$ cat config.mk
export PLATFORM = sky130hd
export DESIGN_NAME = tick_gen_bank
export DESIGN_NICKNAME = d
export VERILOG_FILES = /design/src/rtl/tick_gen_bank.sv
export SDC_FILE = /design/constraint.sdc
export NUM_CORES = 1
export LEC_CHECK = 0
export BUFFER_PORTS_ARGS = -buffer_cell sky130_fd_sc_hd__buf_2
export CORE_UTILIZATION = 45
export DETAILED_ROUTE_END_ITERATION = 16
export PLACE_DENSITY = 0.63
export SETUP_SLACK_MARGIN = 0.1
export SLEW_MARGIN = 15
export SYNTH_ARGS = -nofsm -noshare
export SYNTH_HDL_FRONTEND = slang
export SYNTH_SLANG_ARGS = --single-unit
export TNS_END_PERCENT = 20
$ cat constraint.sdc
create_clock -name clk -period 4.25 [get_ports clk]
set_input_delay 0 -clock clk [delete_from_list [all_inputs] [get_ports clk]]
set_output_delay 0 -clock clk [all_outputs]
set_load 0.01 [all_outputs]
$ cat src/rtl/tick_gen_bank.sv
// tick_gen_bank
//   Bank of NUM_CH programmable clock-enable generators plus a power-on
//   hold-off timer. Everything runs in the clk domain.
//
//   Ports
//     clk           system clock
//     clk_rst       asynchronous reset, active-low
//     div_count     packed divide values, channel i = [i*CNT_W +: CNT_W]
//                   (0 is treated as 1)
//     ch_en         per-channel run enable (0 = pause, count is held)
//     sync_restart  phase-align all channels (only with TICK_GEN_SYNC_RESTART_EN)
//     tick          one-cycle pulse per channel period
//     clk_div       level toggling on every tick (period 2*D)
//     on_sw         power-on hold-off elapsed, sticky until reset
//
//   Optional feature macro: TICK_GEN_SYNC_RESTART_EN
//     defined   -> sync_restart port present; when high on an edge every
//                  channel reloads cnt=0, tick=0, clk_div=0 (POR unaffected)
//     undefined -> port and logic absent; channels align only via reset
module tick_gen_bank #(
   parameter int NUM_CH     = 4,
   parameter int CNT_W      = 32,
   parameter int POR_CYCLES = 94500000,
   parameter int POR_W      = 27
) (
   input  logic                    clk,
   input  logic                    clk_rst,
   input  logic [NUM_CH*CNT_W-1:0] div_count,
   input  logic [NUM_CH-1:0]       ch_en,
`ifdef TICK_GEN_SYNC_RESTART_EN
   input  logic                    sync_restart,
`endif
   output logic [NUM_CH-1:0]       tick,
   output logic [NUM_CH-1:0]       clk_div,
   output logic                    on_sw
);

   localparam logic [POR_W-1:0] POR_LAST = POR_W'(POR_CYCLES - 1);

   for (genvar g = 0; g < NUM_CH; g++) begin : g_ch
      logic [CNT_W-1:0] div_val;
      logic [CNT_W-1:0] term_val;
      logic [CNT_W-1:0] cnt;
      logic             tick_q;
      logic             div_q;

      // D==0 behaves as D==1, so the terminal count is 0 in both cases.
      assign div_val  = div_count[g*CNT_W +: CNT_W];
      assign term_val = (div_val == '0) ? '0 : div_val - CNT_W'(1);

      // The >= compare lets a lowered divide value wrap on the next enabled
      // edge instead of running the counter all the way around.
      always_ff @(posedge clk or negedge clk_rst) begin
         if (!clk_rst) begin
            cnt    <= '0;
            tick_q <= 1'b0;
            div_q  <= 1'b0;
         end
`ifdef TICK_GEN_SYNC_RESTART_EN
         else if (sync_restart) begin
            cnt    <= '0;
            tick_q <= 1'b0;
            div_q  <= 1'b0;
         end
`endif
         else if (ch_en[g]) begin
            if (cnt >= term_val) begin
               cnt    <= '0;
               tick_q <= 1'b1;
               div_q  <= ~div_q;
            end else begin
               cnt    <= cnt + CNT_W'(1);
               tick_q <= 1'b0;
            end
         end else begin
            tick_q <= 1'b0;
         end
      end

      assign tick[g]    = tick_q;
      assign clk_div[g] = div_q;
   end

   logic [POR_W-1:0] por_cnt;

   // por_cnt stops at POR_LAST once on_sw is set.
   always_ff @(posedge clk or negedge clk_rst) begin
      if (!clk_rst) begin
         por_cnt <= '0;
         on_sw   <= 1'b0;
      end else if (!on_sw) begin
         if (por_cnt == POR_LAST) begin
            on_sw <= 1'b1;
         end else begin
            por_cnt <= por_cnt + POR_W'(1);
         end
      end
   end

endmodule
==> flow_metrics.py, run 1 <==
metrics = {
    "pwr": {
        "ir_drop_mv": 0.312,
        "p_leak_nw": 7.40,
        "p_per_area_mw_per_mm2": 274,
    },
    "layout": {
        "fin_nets": 2030,
        "final_cell_mix": "nand2_1, nor2_1, dfrtp_1",
        "num-fill-cells": 2746,
        "multi_input_area_mm2": 0.00891,
        "areaGrowthSynthToFinish_pct": 14.8,
        "fin_area_mm2": 0.0153,
        "final_common_cell": "nand2_1",
        "drive_gt1_share_pct": 13.3,
        "seqCellArea_mm2": 0.00410,
        "diodes": 0,
    },
    "floorplan": {
        "core_mm2": 0.0289,
        "ios": 143,
        "fp.dieH_um": 174,
        "start_util_pct": 46.2,
        "die-area_mm2": 0.0304,
        "die_w_um": 174,
        "rows": 62,
    },
    "logic_synthesis": {
        "synth_top_area_cell": "dfrtp_1",
        "syn-cell-area_mm2": 0.0134,
        "synth_edf_count": 0,
        "synth_area_leaders": "dfrtp_1, ha_1, xor2_1",
        "synth_nets": 1873,
        "ys_ff_latch": 164,
        "yosysUniqueCellTypes": 67,
        "synth.top_cell.area_share_pct": 30.7,
        "yosysSeqAreaShare_pct": 30.7,
        "ys.flop_type": "dfrtp_1",
        "synth_cells": 1598,
        "async_flop_share_pct": 100,
        "yosys_warnings": 0,
        "syn_area_per_cell_um2": 8.36,
    },
    "drt": {
        "drt-total-wl_um": 31000,
        "viasPerCell": 5.46,
        "ant_nets": 0,
        "dr_total_vias": 11800,
        "dr.pass1.iters": 4,
        "wl_per_cell_um": 14.4,
        "drc": 0,
        "drt-initial-drc-count": 543,
    },
    "critical_path": {
        "criticalPathCategory": "input pin to flip-flop",
        "critPathMaxStageDelay_ps": 660,
        "crit_arrival_ps": 4260,
        "cp_cell_sequence": "buf_2 -> or4_4 -> or4_4 -> or3_4 -> or4_4 -> o21ai_0 -> ha_1 -> nand4_1 -> nor4_1 -> buf_4 -> o311ai_0 -> o21a_1 -> a31oi_2 -> buf_12 -> xor2_1",
        "crit_buf_inv": 3,
        "path_common_cell": "or4_4",
        "slowest_stage": "or4_4",
        "critical_path.top_delay_family": "simple AND/OR/NAND/NOR gates",
        "crit_required_ps": 4610,
        "worst_setup_path_start_kind": "input pin",
        "worstPathMaxFanout": 31,
        "critPathCaptureType": "flip-flop",
    },
    "cts": {
        "cts_sinks": 164,
        "htreeDepth": 4,
        "cts_buffers": 17,
        "clk_latency_ps": 440,
        "clockBufferDepth": 2,
        "clkTransAtPathRegs_ps": 70,
        "cts_tree": "built",
        "cts_root_buf": "clkbuf_16",
    },
    "timing": {
        "fin_crit_ps": 3900,
        "maxSlewViolCount": 0,
        "setup_viol": 0,
        "fmax_ghz": 0.256,
        "hold_slack_ps": 230,
        "fin_skew_ps": 19.5,
        "fin_ws_ps": 348,
        "hold_violations": 0,
        "rsz0062_at_grt": "false",
        "tightest_slew_ps": 990,
        "slew_headroom_pct": 33.8,
        "period_share_pct": 91.8,
    },
    "min_path": {
        "hold_path_class": "input pin to async pin",
    },
    "placed_design": {
        "dp_hpwl_um": 24100,
        "pre_cts_ws_ps": -97.1,
        "gp_congestion": 0.893,
        "io_buffer_count": 142,
        "postPlaceCellArea_mm2": 0.0146,
    },
    "job": {
        "maxCapViolCount": 0,
    },
    "global_routing": {
        "grt_pass1_wl_um": 53500,
        "grt_max_degree": 144,
        "track_usage_pct": 21.0,
        "antenna_found_initial": 0,
        "overflow": 0,
        "first_global_vias": 11300,
    },
    "status": {
        "status": "finished clean",
    },
}
## tightest hold or removal path, cell delays in order
cell           delay, ps
dlygate4sd3_1        540
buf_6                130
buf_12               500
## through the flow
stage          utilization (%)  setup TNS [ps]  power [mW]  std cells
2_1_floorplan                -               0        2.28       1598
3_3_place_gp              50.6               0        2.55       2114
3_5_place_dp              50.6           -1820        2.58       2114
4_1_cts                   53.0               0        4.24       2152
5_1_grt                   53.0               0        4.44       2152
6_report                  53.0               0        4.20       2152
## sequential cells by signal (all words and copies together), names as in the netlist
register	flops
g_ch.tick_q	4
g_ch.cnt	128
on_sw	1
g_ch.div_q	4
por_cnt	27
## final timing paths
check                                 from         endpoint  slack [ps]  cells past startpoint
max in group asynchronous          clk_rst  g_ch[2].cnt[29]        2770                      3
setup / recovery             div_count[88]    g_ch[2].div_q         350                     15
hold / removal                     clk_rst  g_ch[1].cnt[16]         230                      3
min in group clk             div_count[79]   g_ch[2].cnt[1]         360                      7
setup reg to reg           g_ch[3].cnt[30]    g_ch[3].div_q        1620                      8
hold reg to reg              g_ch[1].div_q    g_ch[1].div_q         460                      1
## report_power, final
group	switching, mW	total (mW)	internal (mW)
clock	0.712	1.63	0.922
combinational	0.421	0.751	0.330
sequential	0.147	1.81	1.67
total	1.28	4.20	2.92
## layout make-up
type | instances | area share [%]
Clock buffer | 19 | 2.95
Clock inverter | 13 | 1.09
Inverter | 46 | 1.13
Multi-Input combinational cell | 1350 | 58.1
Sequential cell | 164 | 26.8
Tap cell | 384 | 3.13
Timing Repair Buffer | 176 | 6.85
## synth_stat cells (27+ instances only)
cell type,number
nor3_1,53
nor2_1,214
a21oi_1,54
ha_1,141
nand4_1,61
o21ai_0,34
nor4_1,41
inv_1,44
xor2_1,139
dfrtp_1,164
nand3_1,89
and3_1,27
xnor2_1,96
nand2_1,218
## repair_timing
item,CTS,global route
hold buffers,6,0
endpoints found under the setup margin,0,1
endpoints found under the hold margin,178,0
gates resized for setup,0,1
setup buffers,0,0
## metal layers
metal / GRT usage [%] / up-vias / wire [um]
met5: 0 / - / 0
met4: 4.90 / 0 / 368
met3: 3.00 / 25 / 1030
li1: - / 5968 / -
met2: 33.2 / 204 / 13900
met1: 30.2 / 5553 / 15700
## cells by family (layout without fill, tap and decap cells)
family / count (synthesis) / after routing / share of synthesized area [%]
AOI/OAI and AO/OA: 165 / 165 / 7.77
DFF: 164 / 164 / 30.7
adders and majority gates: 141 / 141 / 13.2
muxes: 9 / 9 / 0.674
and+or+nand+nor: 800 / 800 / 29.4
buffers and inverters: 84 / 254 / 2.83
xor gates and xnor gates: 235 / 235 / 15.4
No activity file was read; power rests on OpenSTA's default activity.
==> run 2, diff against run 1 <==
PLACE_DENSITY = not set   (was 0.63)
==> run 2 against run 1 <==
Compared with the run above: clock power is 7% lower; worst setup slack better by 54 ps; maximum frequency is 1.4% higher; wire length is 3.2% higher; register-to-register slack hardly changed; hold slack worse by 57 ps; sequential power hardly changed; cell count is 0.37% higher.
==> flow_metrics.py, run 2 (synthesis gave the netlist of run 1 again) <==
metrics = {
    "layout": {
        "largest_reg_flops": 128,
        "final_cell_mix": "nand2_1, nor2_1, dfrtp_1",
        "diodes": 0,
        "areaGrowthSynthToFinish_pct": 14.7,
        "fin_util_pct": 53.0,
        "num-fill-cells": 2791,
        "fin_nets": 2039,
        "top_register": "g_ch.cnt",
        "reg_top3": "g_ch.cnt (128), por_cnt (27)",
        "drive_gt1_share_pct": 13.6,
        "fin_area_mm2": 0.0153,
        "final_common_cell": "nand2_1",
    },
    "timing": {
        "hold_violations": 0,
        "tightest_slew_ps": 1020,
        "fmax_ghz": 0.260,
        "slew_headroom_pct": 31.3,
        "period_share_pct": 90.5,
        "maxSlewViolCount": 0,
        "fin_crit_ps": 3850,
        "rsz0062_at_grt": "false",
        "fin_skew_ps": 12.1,
        "fin_tns_setup_ps": 0,
        "setup_viol": 0,
    },
    "global_routing": {
        "antenna_found_initial": 0,
        "first_global_vias": 11300,
        "grt_max_degree": 87,
        "overflow": 0,
        "grt_pass1_wl_um": 54500,
        "track_usage_pct": 21.6,
    },
    "drt": {
        "wl_per_cell_um": 14.8,
        "drc": 0,
        "ant_nets": 0,
        "dr.pass1.iters": 7,
        "drt-total-wl_um": 31900,
        "viasPerCell": 5.49,
        "drt-initial-drc-count": 685,
        "dr_total_vias": 11900,
    },
    "placed_design": {
        "postPlaceCellArea_mm2": 0.0147,
        "gp_congestion": 0.866,
        "io_buffer_count": 142,
        "dp_hpwl_um": 24800,
    },
    "critical_path": {
        "critPathCaptureType": "flip-flop",
        "crit_arrival_ps": 4210,
        "crit_required_ps": 4610,
        "worst_setup_path_start_kind": "input pin",
        "critPathLaunch": "div_count[7]",
        "worstReg2RegStart": "g_ch[3].cnt[0]",
        "criticalPathCategory": "input pin to flip-flop",
        "worstPathMaxFanout": 31,
    },
    "pwr": {
        "p_leak_nw": 7.40,
        "p_per_area_mw_per_mm2": 266,
        "ir_drop_mv": 0.228,
    },
    "cts": {
        "ctsResizeCount": 0,
        "clockBufferDepth": 2,
        "cts_buffers": 17,
        "cts_root_buf": "clkbuf_16",
        "htreeDepth": 4,
        "cts_tree": "built",
        "clkTransAtPathRegs_ps": 70,
        "clk_latency_ps": 440,
        "cts_sinks": 164,
    },
    "floorplan": {
        "die_w_um": 174,
        "fp.dieH_um": 174,
        "rows": 62,
        "ios": 143,
        "start_util_pct": 46.2,
        "core_mm2": 0.0289,
        "die-area_mm2": 0.0304,
    },
    "min_path": {
        "hold_path_class": "input pin to async pin",
    },
    "job": {
        "maxCapViolCount": 0,
    },
    "status": {
        "status": "finished clean",
    },
}
[run 2: cell types whose count changed in the layout (fill, tap and decap cells not counted), sizes merged]
cell | before | now
buf | 170 | 180
inv | 51 | 50
bufinv | 2 | 1
clkinvlp | 0 | 3
dlygate4sd3 | 6 | 5
clkinv | 6 | 4
[run 2: report_power, final]
group | total [mW] | internal (mW) | switching (mW) | leakage, nW
Clock | 1.51 | 0.831 | 0.683 | 0.269
Sequential | 1.81 | 1.67 | 0.146 | 2.20
Combinational | 0.749 | 0.328 | 0.421 | 4.93
Total | 4.07 | 2.82 | 1.25 | 7.40
[run 2: final timing paths]
check	end	slack, ps	cells after the start
hold / removal	g_ch[1].cnt[0]	170	2
hold reg to reg	g_ch[3].div_q	460	1
min in group clk	g_ch[1].cnt[1]	380	8
max in group asynchronous	g_ch[3].cnt[30]	2970	3
setup / recovery	g_ch[0].div_q	400	16
setup reg to reg	g_ch[3].cnt[7]	1610	8
[run 2: stage by stage]
| stage | power, mW | std cells | setup slack [ps] | hold slack [ps] |
|---|---|---|---|---|
| finish | 4.07 | 2160 | 402 | 173 |
| global route | 4.31 | 2160 | 192 | 262 |
| CTS | 4.11 | 2160 | 441 | 232 |
| detailed placement | 2.58 | 2124 | -33.2 | 122 |
| global placement | 2.56 | 2124 | 104 | 110 |
| floorplan | 2.28 | 1598 | 170 | -296 |
[run 2: repair_timing]
action,in CTS,in global routing
buffers inserted,0,0
hold buffers,5,0
endpoints found under the hold margin,98,0
[run 2: final cells by class]
type	count	area (um^2)	area share [%]
clock buffer	19	443	2.89
clock inverter	12	121	0.792
inverter	46	173	1.13
multi-input combinational	1350	8900	58.1
sequential	164	4100	26.8
tap	384	480	3.13
timing repair buffer	185	1100	7.19
[run 2: worst max-delay path: stages]
cell and delay (ps):
buf_2 110, or4_4 530, or3_1 370, or4_4 590, or3_4 370, xnor2_1 150, nand2_1 80, ha_1 340
nand4_1 150, nor4_1 360, buf_4 190, o311ai_0 140, o21a_1 180, a31oi_2 260, buf_12 210, xor2_1 150
[run 2: routing by layer]
| layer | up-vias | GRT usage, % | part of all wire [%] | wire length [um] |
|---|---|---|---|---|
| met4 | 0 | 4.93 | 0.88 | 281 |
| met5 | - | 0 | 0 | 0 |
| li1 | 5980 | - | - | - |
| met2 | 208 | 35.2 | 45 | 14500 |
| met1 | 5650 | 30.3 | 50 | 16100 |
| met3 | 22 | 2.71 | 3.4 | 1080 |
==> run 3, diff against run 2 <==
CTS_CLUSTER_DIAMETER = 40   (was not set)
PLACE_DENSITY_LB_ADDON = 0.3   (was not set)
==> run 3 against run 2 <==
Compared with the run above: via count shrank 1.2%; cell count shrank 0.14%; worst setup slack gained 71 ps; critical path type unchanged; sequential power is essentially flat.
==> flow_metrics.py, run 3 (synthesis gave the netlist of run 1 again) <==
metrics = {
    "layout": {
        "num-fill-cells": 2713,
        "fin_nets": 2036,
        "final_common_cell": "nand2_1",
        "final_cell_mix": "nand2_1, nor2_1, dfrtp_1",
        "areaGrowthSynthToFinish_pct": 14.6,
        "drive_gt1_share_pct": 13.5,
        "reg_top3": "g_ch.cnt (128), por_cnt (27)",
        "diodes": 0,
        "top_register": "g_ch.cnt",
        "largest_reg_flops": 128,
        "fin_area_mm2": 0.0153,
    },
    "critical_path": {
        "critPathCaptureType": "flip-flop",
        "worst_setup_path_start_kind": "input pin",
        "worstReg2RegStart": "g_ch[3].cnt[30]",
        "criticalPathCategory": "input pin to flip-flop",
        "crit_arrival_ps": 4130,
        "crit_required_ps": 4600,
        "critPathLaunch": "div_count[79]",
        "worstPathMaxFanout": 31,
    },
    "placed_design": {
        "gp_congestion": 0.882,
        "io_buffer_count": 142,
        "postPlaceCellArea_mm2": 0.0147,
        "dp_hpwl_um": 24100,
    },
    "timing": {
        "hold_violations": 0,
        "setup_viol": 0,
        "tightest_slew_ps": 932,
        "fin_tns_setup_ps": 0,
        "slew_headroom_pct": 37.3,
        "fin_crit_ps": 3780,
        "period_share_pct": 88.9,
        "fin_skew_ps": 9.55,
        "rsz0062_at_grt": "false",
        "maxSlewViolCount": 0,
        "fmax_ghz": 0.265,
    },
    "drt": {
        "dr_total_vias": 11700,
        "wl_per_cell_um": 14.2,
        "drc": 0,
        "ant_nets": 0,
        "drt-total-wl_um": 30500,
        "drt-initial-drc-count": 577,
        "viasPerCell": 5.43,
        "dr.pass1.iters": 4,
    },
    "global_routing": {
        "overflow": 0,
        "antenna_found_initial": 0,
        "grt_pass1_wl_um": 53000,
        "track_usage_pct": 20.8,
        "first_global_vias": 11500,
        "grt_max_degree": 89,
    },
    "floorplan": {
        "fp.dieH_um": 174,
        "rows": 62,
        "ios": 143,
        "die-area_mm2": 0.0304,
        "start_util_pct": 46.2,
        "die_w_um": 174,
        "core_mm2": 0.0289,
    },
    "cts": {
        "cts_buffers": 17,
        "clk_latency_ps": 420,
        "htreeDepth": 4,
        "postCtsSetupRepairBufs": 0,
        "cts_tree": "built",
        "cts_sinks": 164,
        "cts_root_buf": "clkbuf_16",
        "clkTransAtPathRegs_ps": 70,
        "clockBufferDepth": 2,
    },
    "pwr": {
        "ir_drop_mv": 0.261,
        "p_per_area_mw_per_mm2": 270,
        "p_leak_nw": 7.41,
    },
    "min_path": {
        "hold_path_class": "input pin to async pin",
    },
    "job": {
        "maxCapViolCount": 0,
    },
    "status": {
        "status": "finished clean",
    },
}
[run 3: path summary, 6_finish.rpt]
| kind | end | slack (ps) | cells past startpoint |
|---|---|---|---|
| setup / recovery | g_ch[2].div_q | 470 | 16 |
| hold reg to reg | por_cnt[16] | 470 | 1 |
| setup reg to reg | g_ch[3].div_q | 1690 | 8 |
| hold / removal | g_ch[0].cnt[4] | 170 | 2 |
| min in group clk | g_ch[2].cnt[1] | 340 | 7 |
| max in group asynchronous | g_ch[1].cnt[16] | 3170 | 3 |
[run 3: metal layers]
layer  vias to the layer above  GRT usage (%)  wire length, um
li1                       5962              -                -
met1                      5513           28.2            14900
met2                       216           34.5            14200
met3                        29           3.50             1050
met4                         0           4.97              394
met5                         -              0                0
[run 3: worst max-delay path, stage by stage]
cell	delay (ps)
buf_2	130
or4_1	540
or4_1	560
or3_1	460
nor4_1	270
xor2_1	200
nand2_1	80
ha_1	270
nand4_1	130
nor4_1	380
buf_4	190
o311ai_0	130
o21a_1	180
a31oi_2	250
buf_12	210
xor2_1	150
[run 3: repair_timing]
action                                 CTS  global route
hold buffers                             5             0
gates resized for setup                  0             0
endpoints found under the hold margin  100             0
setup endpoints to repair                0             0
[run 3: per-stage QoR]
step	total power [mW]	cells	util (%)	hold slack (ps)	worst slack [ps]
final	4.13	2157	52.9	167	473
after global routing	4.37	2157	52.9	239	236
after CTS	4.19	2157	52.9	222	468
after detailed placement	2.58	2121	50.7	121	11.5
after global placement	2.55	2121	50.7	114	107
after floorplan	2.28	1598	-	-296	170
[run 3: power breakdown]
part / switching (mW) / internal, mW / total, mW
sequential: 0.141 / 1.67 / 1.81
clock: 0.675 / 0.893 / 1.57
combinational: 0.424 / 0.330 / 0.754
total: 1.24 / 2.89 / 4.13
[run 3: area by class of cell]
| cell class | count | area, um^2 | area share (%) |
|---|---|---|---|
| Multi-Input combinational cell | 1350 | 8900 | 58.1 |
| Sequential cell | 164 | 4100 | 26.8 |
| Timing Repair Buffer | 182 | 1070 | 6.97 |
| Tap cell | 384 | 480 | 3.14 |
| Clock buffer | 19 | 443 | 2.89 |
| Inverter | 46 | 173 | 1.13 |
| Clock inverter | 12 | 145 | 0.948 |
